`config.mk`:
```
export PLATFORM = sky130hd
export DESIGN_NAME = cfg_loader
export DESIGN_NICKNAME = d
export VERILOG_FILES = /design/src/rtl/cfg_pkg.sv /design/src/rtl/cfg_crc8.sv /design/src/rtl/cfg_loader.sv
export SDC_FILE = /design/constraint.sdc
export NUM_CORES = 1
export LEC_CHECK = 0
export ABC_AREA = 0
export BUFFER_PORTS_ARGS = -buffer_cell sky130_fd_sc_hd__buf_2
export CORE_MARGIN = 2
export CORE_UTILIZATION = 56
export DETAILED_ROUTE_END_ITERATION = 7
export MAX_ROUTING_LAYER = met4
export PLACE_DENSITY = 0.79
export RECOVER_POWER = 100
export SETUP_SLACK_MARGIN = 0.02
export SYNTH_ARGS = -nofsm -noshare
export SYNTH_HDL_FRONTEND = slang
export SYNTH_SLANG_ARGS = --single-unit
```
`constraint.sdc`:
```
create_clock -name clk -period 3 [get_ports clk]
set_input_delay 0.75 -clock clk [delete_from_list [all_inputs] [get_ports clk]]
set_output_delay 0.75 -clock clk [all_outputs]
set_load 0.01 [all_outputs]
```
`src/rtl/cfg_pkg.sv`:
```
// Shared constants and state encoding for the serial configuration loader.
// CFG_LOADER_CRC_EN adds the trailing CRC state.
package cfg_pkg;

    localparam logic [7:0]  CFG_SYNC     = 8'hA5;
    localparam logic [7:0]  CFG_CRC_POLY = 8'h07;
    localparam int unsigned CFG_FRAME_W  = 18;

    typedef enum logic [3:0] {
        StIdle,
        StSync,
        StCount,
        StAddr,
        StData,
        StSetup,
        StStrobe,
        StHold,
`ifdef CFG_LOADER_CRC_EN
        StCrc,
`endif
        StDone,
        StErr
    } cfg_state_e;

endpackage

```
`src/rtl/cfg_crc8.sv`:
```
// Bit-serial CRC-8 (MSB first, init 0) over the loader's payload bits.
// Only built when CFG_LOADER_CRC_EN is defined.
`ifdef CFG_LOADER_CRC_EN
module cfg_crc8
    import cfg_pkg::*;
(
    input  logic       clk,
    input  logic       rst,
    input  logic       clr,
    input  logic       en,
    input  logic       d,
    output logic [7:0] crc
);

    logic [7:0] crc_q, crc_d;
    logic       fb;

    always_comb begin
        fb    = crc_q[7] ^ d;
        crc_d = crc_q;
        if (clr) begin
            crc_d = 8'h00;
        end else if (en) begin
            crc_d = {crc_q[6:0], 1'b0} ^ (fb ? CFG_CRC_POLY : 8'h00);
        end
    end

    always_ff @(posedge clk) begin
        if (rst) begin
            crc_q <= 8'h00;
        end else begin
            crc_q <= crc_d;
        end
    end

    assign crc = crc_q;

endmodule
`endif

```
`src/rtl/cfg_loader.sv`:
```
// Framed MSB-first serial bitstream to one-hot tile configuration writes.
// CFG_LOADER_CRC_EN appends a CRC-8 check byte after the last frame.
module cfg_loader
    import cfg_pkg::*;
#(
    parameter int unsigned NUM_TILES = 16,
    parameter int unsigned FRAME_W   = CFG_FRAME_W,
    parameter int unsigned ADDR_W    = $clog2(NUM_TILES)
) (
    input  logic                 clk,
    input  logic                 rst,
    input  logic                 start,
    input  logic                 bs_valid,
    input  logic                 bs_data,
    output logic                 bs_ready,
    output logic [NUM_TILES-1:0] wr_en,
    output logic [FRAME_W-1:0]   bits,
    output logic                 busy,
    output logic                 done,
    output logic                 err
);

    cfg_state_e          state_q, state_d;
    logic [4:0]          bcnt_q, bcnt_d;
    logic [7:0]          frm_q, frm_d;
    logic [FRAME_W-1:0]  sr_q, sr_d, sr_next;
    logic [ADDR_W-1:0]   addr_q, addr_d;
    logic [FRAME_W-1:0]  bits_q, bits_d;
    logic [4:0]          len_m1;
    logic [31:0]         addr_ext;
    logic                accept, last_bit, idle_like;

`ifdef CFG_LOADER_CRC_EN
    logic [7:0] crc;
    logic       crc_en;

    assign crc_en = accept && (state_q inside {StCount, StAddr, StData});

    cfg_crc8 u_crc (
        .clk (clk),
        .rst (rst),
        .clr (start && idle_like),
        .en  (crc_en),
        .d   (bs_data),
        .crc (crc)
    );
`endif

    always_comb begin
        bs_ready = 1'b0;
        len_m1   = 5'd0;
        unique case (state_q)
            StSync, StCount: begin bs_ready = 1'b1; len_m1 = 5'd7; end
`ifdef CFG_LOADER_CRC_EN
            StCrc:           begin bs_ready = 1'b1; len_m1 = 5'd7; end
`endif
            StAddr:          begin bs_ready = 1'b1; len_m1 = 5'(ADDR_W - 1); end
            StData:          begin bs_ready = 1'b1; len_m1 = 5'(FRAME_W - 1); end
            default:         ;
        endcase
    end

    assign idle_like = (state_q == StIdle) || (state_q == StDone) || (state_q == StErr);
    assign accept    = bs_valid && bs_ready;
    assign last_bit  = accept && (bcnt_q == len_m1);
    assign sr_next   = {sr_q[FRAME_W-2:0], bs_data};
    assign addr_ext  = 32'(sr_next[ADDR_W-1:0]);

    always_comb begin
        state_d = state_q;
        bcnt_d  = bcnt_q;
        frm_d   = frm_q;
        sr_d    = sr_q;
        addr_d  = addr_q;
        bits_d  = bits_q;
        if (accept) begin
            sr_d   = sr_next;
            bcnt_d = last_bit ? 5'd0 : bcnt_q + 5'd1;
        end
        case (state_q)
            StIdle, StDone, StErr: begin
                if (start) begin
                    state_d = StSync;
                    bcnt_d  = 5'd0;
                end
            end
            StSync: if (last_bit) state_d = (sr_next[7:0] == CFG_SYNC) ? StCount : StErr;
            StCount: begin
                if (last_bit) begin
                    if (sr_next[7:0] == 8'h00) begin
                        state_d = StErr;
                    end else begin
                        frm_d   = sr_next[7:0];
                        state_d = StAddr;
                    end
                end
            end
            StAddr: begin
                if (last_bit) begin
                    if (addr_ext >= NUM_TILES) begin
                        state_d = StErr;
                    end else begin
                        addr_d  = sr_next[ADDR_W-1:0];
                        state_d = StData;
                    end
                end
            end
            StData: begin
                // Capture the frame on the way into SETUP so bits is valid there.
                if (last_bit) begin
                    bits_d  = sr_next;
                    state_d = StSetup;
                end
            end
            StSetup:  state_d = StStrobe;
            StStrobe: state_d = StHold;
            StHold: begin
                frm_d = frm_q - 8'd1;
                if (frm_d != 8'd0) begin
                    state_d = StAddr;
                end else begin
`ifdef CFG_LOADER_CRC_EN
                    state_d = StCrc;
`else
                    state_d = StDone;
`endif
                end
            end
`ifdef CFG_LOADER_CRC_EN
            StCrc: if (last_bit) state_d = (sr_next[7:0] == crc) ? StDone : StErr;
`endif
            default: state_d = StIdle;
        endcase
    end

    always_ff @(posedge clk) begin
        if (rst) begin
            state_q <= StIdle;
            bcnt_q  <= 5'd0;
            frm_q   <= 8'd0;
            sr_q    <= '0;
            addr_q  <= '0;
            bits_q  <= '0;
        end else begin
            state_q <= state_d;
            bcnt_q  <= bcnt_d;
            frm_q   <= frm_d;
            sr_q    <= sr_d;
            addr_q  <= addr_d;
            bits_q  <= bits_d;
        end
    end

    assign wr_en = (state_q == StStrobe) ? ({{(NUM_TILES-1){1'b0}}, 1'b1} << addr_q) : '0;
    assign bits  = bits_q;
    assign busy  = !idle_like;
    assign done  = (state_q == StDone);
    assign err   = (state_q == StErr);

endmodule
```
# After elaboration in Yosys (flattened, before gate mapping)
# Index checks and enable logic that the tools add are counted.
[classes] muxes=20 eq_ne=17 bitwise=1 n_addsub=2 n_lt_le_gt_ge=1 n_reduce_logical=16 shifts=1
[ops] operator="$mux W4" count=9
[ops] operator="$pmux W4 S8" count=1
[ops] operator="$mux W5" count=4
[ops] operator="$eq A4 B3 Y1 const B" count=4
[ops] operator="$mux W16" count=1
[ops] operator="$mux W8" count=2
[ops] operator="$pmux W8 S2" count=1
[ops] operator="$shl A1 B4 Y16 const A" count=1
[ops] operator="$pmux W5 S3" count=1
[ops] operator="$ne A2 B2 Y1 const B" count=6
[ops] operator="$eq A4 B2 Y1 const B" count=2
[ops] operator="$eq A4 B4 Y1 const B" count=2
[ops] operator="$eq A8 B8 Y1 const B" count=1
[ops] operator="$logic_not A8 Y1" count=1
[ops] operator="$reduce_bool A8 Y1" count=1
[ops] operator="$sub A8 B1 Y8 const B" count=1
[ops] operator="$reduce_and A3 Y1" count=2
[ops] operator="$add A5 B1 Y5 const B" count=1
[ops] operator="$eq A5 B5 Y1" count=1
[ops] operator="$ge A4 B5 Y1 const B" count=1
[ops] operator="$reduce_and A5 Y1" count=1
[ops] operator="$eq A4 B1 Y1 const B" count=1
[ops] operator="$logic_not A4 Y1" count=1
[ops] operator="$reduce_or A4 Y1" count=1
[ops] operator="9 further kinds" count=11
[word_totals] ff_bits=56 elab_cells=64 inputBits=5

# Depth between registers and ports, before layout
# Gate-level depths: netlist of run 1.
[logic_depth] depth_word=9 ltp_mapped=8

# Least setup slack after synthesis of run 1
# OpenSTA, ideal clock, no wires.
[synth_path] path_kind="register to output" startpoint="register state_q[1]" endpoint="output wr_en[0]" path_buffers=1 arrival_time_ns=1.606 stages_incl_launch_ff=7 path_slack_ns=0.644 path_cell_list="dfxtp_1 -> clkbuf_1 -> nor2b_1 -> nand2_1 -> nor3_1 -> nand2b_1 -> nor3_1"
[synth_via] elab_chain_cells=2
[synth_lines] item="from (decl)" line_no="cfg_loader.sv:23" text="cfg_state_e state_q, state_d;"
[synth_lines] item="from (signal assigned)" line_no="cfg_loader.sv:138" text="state_q <= StIdle;"
[synth_lines] item="from (signal assigned)" line_no="cfg_loader.sv:145" text="state_q <= state_d;"
[synth_lines] item="$eq A4 B3 Y1" line_no="cfg_loader.sv:154" text="assign wr_en = (state_q == StStrobe) ? ({{(NUM_TILES-1){1'b0}}, 1'b1} << addr_q) : '0;"
[synth_lines] item="$mux W16" line_no="cfg_loader.sv:154"
[synth_lines] item="to (decl)" line_no="cfg_loader.sv:16" text="output logic [NUM_TILES-1:0] wr_en,"
# No other way between the ends.

# Worst setup path in the final report of run 1
[layout_path] startpoint="register state_q[2]" endpoint="register bits_q[1] (netlist: bits[1])"
[layout_via] elab_chain_cells=6 word_cells_on_any_way=12 cone_classes="eq/ne: 5; mux: 2; reduce/logical: 5"
[layout_lines] item="$eq A4 B2 Y1 (tied with other cells)" line_no="cfg_loader.sv:52" text="unique case (state_q)"
[layout_lines] item="$reduce_or A2 Y1 / $reduce_or A4 Y1 (equally long branches)"
[layout_lines] item="$pmux W5 S3 / $mux W1 (equally long branches)" line_no="cfg_loader.sv:52"
[layout_lines] item="$eq A5 B5 Y1 / $logic_and A1 B1 Y1 (equally long branches)" line_no="cfg_loader.sv:65, cfg_loader.sv:64"
[layout_lines] item="$logic_and A1 B1 Y1" line_no="cfg_loader.sv:65" text="assign last_bit = accept && (bcnt_q == len_m1);"
[layout_lines] item="$reduce_and A2 Y1 (no line) *"
[layout_lines] item="to (signal assigned)" line_no="cfg_loader.sv:150" text="bits_q <= bits_d;"
[layout_lines] item="to (decl)" line_no="cfg_loader.sv:28" text="logic [FRAME_W-1:0] bits_q, bits_d;"
# Every way passes the cells marked *; elsewhere a longest branch is shown, timed or not.
# A chain may end at the register's enable or synchronous reset.

==> impl_metrics.toml, run 1 <==
[floorplan]
start_util_pct = 58.5
core_area_um2 = 4790
die_h_um = 74.7
num_rows = 25
die-area_um2 = 5580
die_w_um = 74.7
pin_count = 43

[clocking]
numCtsBuffers = 5
cts_tree = "done"
cts_setup_buffers = 0
cts_max_level = 2
clk_pin_slew_ns = 0.11
cts.sinks = 56
clockBufferDepth = 2
worstSkewPairLatency_ns = 0.31
root_buffer = "clkbuf_8"

[critical_path]
path_class = "reg2reg"
cp_max_fo = 24
reg2regPathDepth = 7
crit_arrival_ns = 2.96
rr_startpoint = "state_q[2]$_SDFFE_PP0P_"
critPathLaunchType = "register"
rrSetupSlack_ns = 0.23
cp-end-kind = "register"
worstPathRequired_ns = 3.19
r2r-end = "bits[1]$_SDFFE_PP0P_"

[sta]
fin_skew_ns = 0.00866
hold_violations = 0
max_freq_ghz = 0.360
tns_ns = 0
period_share_pct = 92.5
relSlewSlack_pct = 54.3
worstMarginPinSlew_ns = 0.683
setup_viol = 0
drv_slew = 0
fin_crit_ns = 2.77
rsz0062_at_grt = "false"

[routing]
wl_per_cell_um = 14.3
via_per_inst = 5.83
drtIter0Drc = 148
wl_um = 6740
dr.pass1.iters = 5
drc_errors = 0
vias = 2746
ant_nets = 0

[place]
port_buffers = 42
gp_congestion = 0.904
dp_hpwl_um = 4640

[global_route]
grt_pass1_wl_um = 10800
grt_max_degree = 47
overflow = 0
grt_pass1_vias = 2369
grt_usage_pct = 25.5
antenna_found_initial = 0

[logic_synthesis]
yosysWarningCount = 0
synth_top_flop_cell = "dfxtp_1"
syn_area_per_cell_um2 = 7.55
ys_seq_area_share_pct = 40.0
synth_cell_types = 47
syn_area_um2 = 2800
ys_seq_elements = 56
async_flop_share_pct = 0
synth-edff-count = 0
synth_nets = 379
synthCells = 371

[hold_path]
worstHoldEndpoint = "bits[9]$_SDFFE_PP0P_"
hold_depth = 2
hp-start = "bits[9]$_SDFFE_PP0P_"
hold_class = "reg2reg"

[cells_and_area]
final_cell_mix = "nand2_1, dfxtp_1, a21oi_1, nor2_1, clkbuf_1"
diodes = 0
syn2layout_area_growth_pct = 10.6
nFillCells = 456
layout_commonest_cell = "nand2_1"
nNetsFinal = 411
layout-drive-gt1-share_pct = 7.43

[power_and_ir_drop]
peakVddDrop_mv = 0.268
power_density_nw_per_um2 = 509
p_leak_nw = 1.05
power.total_mw = 1.58

[flow_run]
maxCapViolCount = 0

[status]
status = "finished, final reports clean"
==> cell usage after synthesis, types with 6 or more instances <==
master,n,share of area (%)
nand3b_1,7,1.9
a31oi_1,6,1.3
nand2_1,78,10
xor2_1,6,1.9
nand3_1,22,3.9
inv_1,7,0.94
dfxtp_1,56,40
o21ai_0,8,1.4
nor3_1,11,2.0
clkbuf_1,17,2.3
mux2i_1,7,2.5
nor2_1,36,4.8
nand2b_1,7,1.6
a21oi_1,47,8.4
==> sequential cells by signal (all words and copies together) (netlist names) <==
register  cells
bits         18
sr_q         17
frm_q         8
bcnt_q        5
addr_q        4
state_q       4
==> report_power, final <==
| group | leakage (nW) | internal [mW] | switching (mW) | total [mW] |
|---|---|---|---|---|
| clock | 0.0463 | 0.172 | 0.267 | 0.439 |
| sequential | 0.452 | 0.762 | 0.0260 | 0.788 |
| combinational | 0.553 | 0.116 | 0.233 | 0.349 |
| total | 1.05 | 1.05 | 0.526 | 1.58 |
==> metal layers <==
metal  vias up  part of all wire, %  GRT usage (%)
li1       1346                    -              -
met1      1308                   45           33.7
met2        80                   49           39.8
met3        12                  4.1           4.28
met4         0                  1.6           8.73
met5         -                    0              -
==> logic make-up (layout without fill, tap and decap cells) <==
group	Yosys count	in the layout	share of synthesized area, %
AO/OA/AOI/OAI	76	76	16.2
XOR/XNOR	10	10	3.13
adder cells (fa/ha/maj)	3	3	1.34
buffers and inverters	30	63	4.47
flip-flops	56	56	40.0
multiplexers	9	9	3.31
AND/OR/NAND/NOR	187	187	31.5
==> cell type report <==
type | instances | area [µm²] | area share, %
multi-input combinational | 285 | 1560 | 50.3
timing repair buffer | 48 | 211 | 6.82
inverter | 7 | 26.3 | 0.848
sequential | 56 | 1120 | 36.2
tap | 67 | 83.8 | 2.70
clock inverter | 3 | 27.5 | 0.888
clock buffer | 5 | 68.8 | 2.22
==> worst max-delay path by stage <==
stage / startpoint / end / slack (ns) / cells after the start
2_1_floorplan: state_q[1]$_SDFFE_PP0P_ / wr_en[0] / 0.64 / 6
3_3_place_gp: state_q[2]$_SDFFE_PP0P_ / bits[6]$_SDFFE_PP0P_ / 0.38 / 7
3_5_place_dp: state_q[1]$_SDFFE_PP0P_ / bits[17]$_SDFFE_PP0P_ / 0.32 / 7
4_1_cts: state_q[1]$_SDFFE_PP0P_ / wr_en[0] / 0.08 / 6
5_1_grt: state_q[2]$_SDFFE_PP0P_ / bits[16]$_SDFFE_PP0P_ / 0.04 / 7
6_report: state_q[2]$_SDFFE_PP0P_ / bits[1]$_SDFFE_PP0P_ / 0.23 / 7
==> worst max-delay path: stages (launching register included) <==
cell	delay (ns)
dfxtp_1	0.57
or3b_1	0.42
or3_1	0.39
a211oi_4	0.28
buf_4	0.30
nand2_1	0.41
nand2_1	0.20
a21oi_1	0.08
==> repair_timing <==
item	in CTS	in global routing
hold buffers	0	0
resized for setup	0	2
endpoints found under the setup margin	0	16
endpoints found under the hold margin	0	0
==> metrics by stage <==
step	instance area (µm²)	util, %	std cells	setup WS [ns]	hold slack [ns]
global placement	3050	63.7	463	0.379	0.441
finish	3100	64.8	471	0.226	0.463
CTS	3140	65.7	471	0.0765	0.462
global route	3100	64.8	471	0.0387	0.486
floorplan	2800	-	371	0.644	0.437
detailed placement	3050	63.7	463	0.324	0.446
Power figures use the tool's default switching activity.
==> run 2: changes to the inputs <==
--- a/config.mk
+++ b/config.mk
@@ -9,6 +9,7 @@
 export BUFFER_PORTS_ARGS = -buffer_cell sky130_fd_sc_hd__buf_2
 export CORE_MARGIN = 2
 export CORE_UTILIZATION = 56
+export CTS_BUF_LIST = sky130_fd_sc_hd__clkbuf_16
 export DETAILED_ROUTE_END_ITERATION = 7
 export MAX_ROUTING_LAYER = met4
 export PLACE_DENSITY = 0.79
==> impl_metrics.toml, run 2 (synthesized netlist as in run 1, its figures left out) <==
[sta]
fin_crit_ns = 2.80
max_freq_ghz = 0.358
setup_viol = 0
drv_slew = 0
relSlewSlack_pct = 54.0
tns_ns = 0
rsz0062_at_grt = "false"
worstMarginPinSlew_ns = 0.688
setup_ws_ns = 0.204
fin_skew_ns = 0.00602
period_share_pct = 93.2
hold_violations = 0
whs_ns = 0.457

[power_and_ir_drop]
p_int_mw = 1.19
power_density_nw_per_um2 = 552
p_leak_nw = 1.07
pwr-share-seq_pct = 45.3
comb_power_share_pct = 20.2
switchingPower_uw = 543
pwr-share-clk_pct = 34.5
peakVddDrop_mv = 0.341
sw_frac_of_total_pct = 31.2

[routing]
wl_per_cell_um = 14.4
dr.pass1.iters = 5
drtIter0Drc = 129
wl_um = 6770
ant_nets = 0
drc_errors = 0
vias = 2753
via_per_inst = 5.85

[clocking]
clk_pin_slew_ns = 0.07
clockBufferDepth = 2
cts_setup_buffers = 0
root_buffer = "clkbuf_16"
worstSkewPairLatency_ns = 0.29
cts_tree = "done"
numCtsBuffers = 5
cts_max_level = 2
cts.sinks = 56

[place]
post-place-ws_ns = 0.324
dp_hpwl_um = 4640
port_buffers = 42
place_area_um2 = 3050
gp_congestion = 0.904

[global_route]
grt_pass1_wl_um = 10800
antenna_found_initial = 0
grt_pass1_vias = 2387
overflow = 0
grt_usage_pct = 25.7
grt_max_degree = 47

[cells_and_area]
largest_reg_flops = 18
nNetsFinal = 411
final_cell_mix = "nand2_1, dfxtp_1, a21oi_1, nor2_1, clkbuf_1"
stdcell_area_um2 = 3150
layout-drive-gt1-share_pct = 6.68
nFillCells = 447
syn2layout_area_growth_pct = 12.4
layout_commonest_cell = "nand2_1"
diodes = 0

[floorplan]
die_w_um = 74.7
core_area_um2 = 4790
pin_count = 43
die_h_um = 74.7
num_rows = 25
start_util_pct = 58.5
die-area_um2 = 5580

[critical_path]
critPathLaunchType = "register"
crit_family = "simple AND/OR/NAND/NOR gates"
crit_slowest_cell = "dfxtp_1"
path_class = "reg2reg"
cp-end-kind = "register"
crit_chain = "or3b_1 -> or3_1 -> a211oi_4 -> and4_1 -> mux2_2 -> a21oi_1"
worst-path-buf-inv = 0
worstPathRequired_ns = 3.22
crit_arrival_ns = 3.02
cp_max_fo = 13
slowest_delay_ns = 0.55

[hold_path]
hold_class = "reg2reg"

[status]
status = "finished, final reports clean"

[flow_run]
maxCapViolCount = 0
[run 2: cell types whose count changed in the layout (fill, tap and decap cells not counted)]
cell / change
clkbuf_16: +5
clkbuf_8: -5
and4_1: +1
and4_4: -1
buf_2: -1
clkbuf_1: +1
nor2b_1: +1
nor2b_2: -1
[run 2: power by group through the flow]
stage	logic (mW)	registers, mW	clock network [mW]
floorplan	0.259	0.790	0
CTS	0.349	0.787	0.608
detailed placement	0.344	0.805	0
global placement	0.340	0.804	0
finish	0.351	0.787	0.599
global route	0.380	0.792	0.638
[run 2: path summary, 6_finish.rpt]
check,cells past startpoint,startpoint,endpoint,slack (ns)
worst max register to register,6,state_q[2]$_SDFFE_PP0P_,frm_q[0]$_SDFFE_PP0P_,0.20
worst min-delay path,2,bits[0]$_SDFFE_PP0P_,bits[0]$_SDFFE_PP0P_,0.46
worst max-delay path,6,state_q[2]$_SDFFE_PP0P_,frm_q[0]$_SDFFE_PP0P_,0.20
worst min register to register,2,bits[0]$_SDFFE_PP0P_,bits[0]$_SDFFE_PP0P_,0.46
[run 2: what timing repair did]
item	in CTS	in global routing
hold buffers	0	0
endpoints found under the setup margin	0	11
resized for setup	0	1
[run 2: final cells by class]
cell class	count	area [µm²]	share of cell area, %
tap	67	83.8	2.66
inverter	7	26.3	0.834
multi-input combinational	285	1550	49.3
clock buffer	5	125	3.97
clock inverter	3	27.5	0.874
sequential	56	1120	35.6
timing repair buffer	48	210	6.67
[run 2: layer usage]
metal,GRT usage (%),part of all wire [%]
met2,40.8,49
met4,9.52,1.4
met3,4.02,4.8
met1,33.2,44
met5,-,0
[run 2: worst reg2reg max path: stages, from the launching register on]
cell      delay [ns]
dfxtp_1         0.55
or3b_1          0.43
or3_1           0.39
a211oi_4        0.28
and4_1          0.54
mux2_2          0.39
a21oi_1         0.16
[run 2: through the flow]
step / power [mW] / std cells / utilization, %
global route: 1.81 / 471 / 65.8
global placement: 1.14 / 463 / 63.7
floorplan: 1.05 / 371 / -
finish: 1.74 / 471 / 65.8
detailed placement: 1.15 / 463 / 63.7
CTS: 1.74 / 471 / 66.9
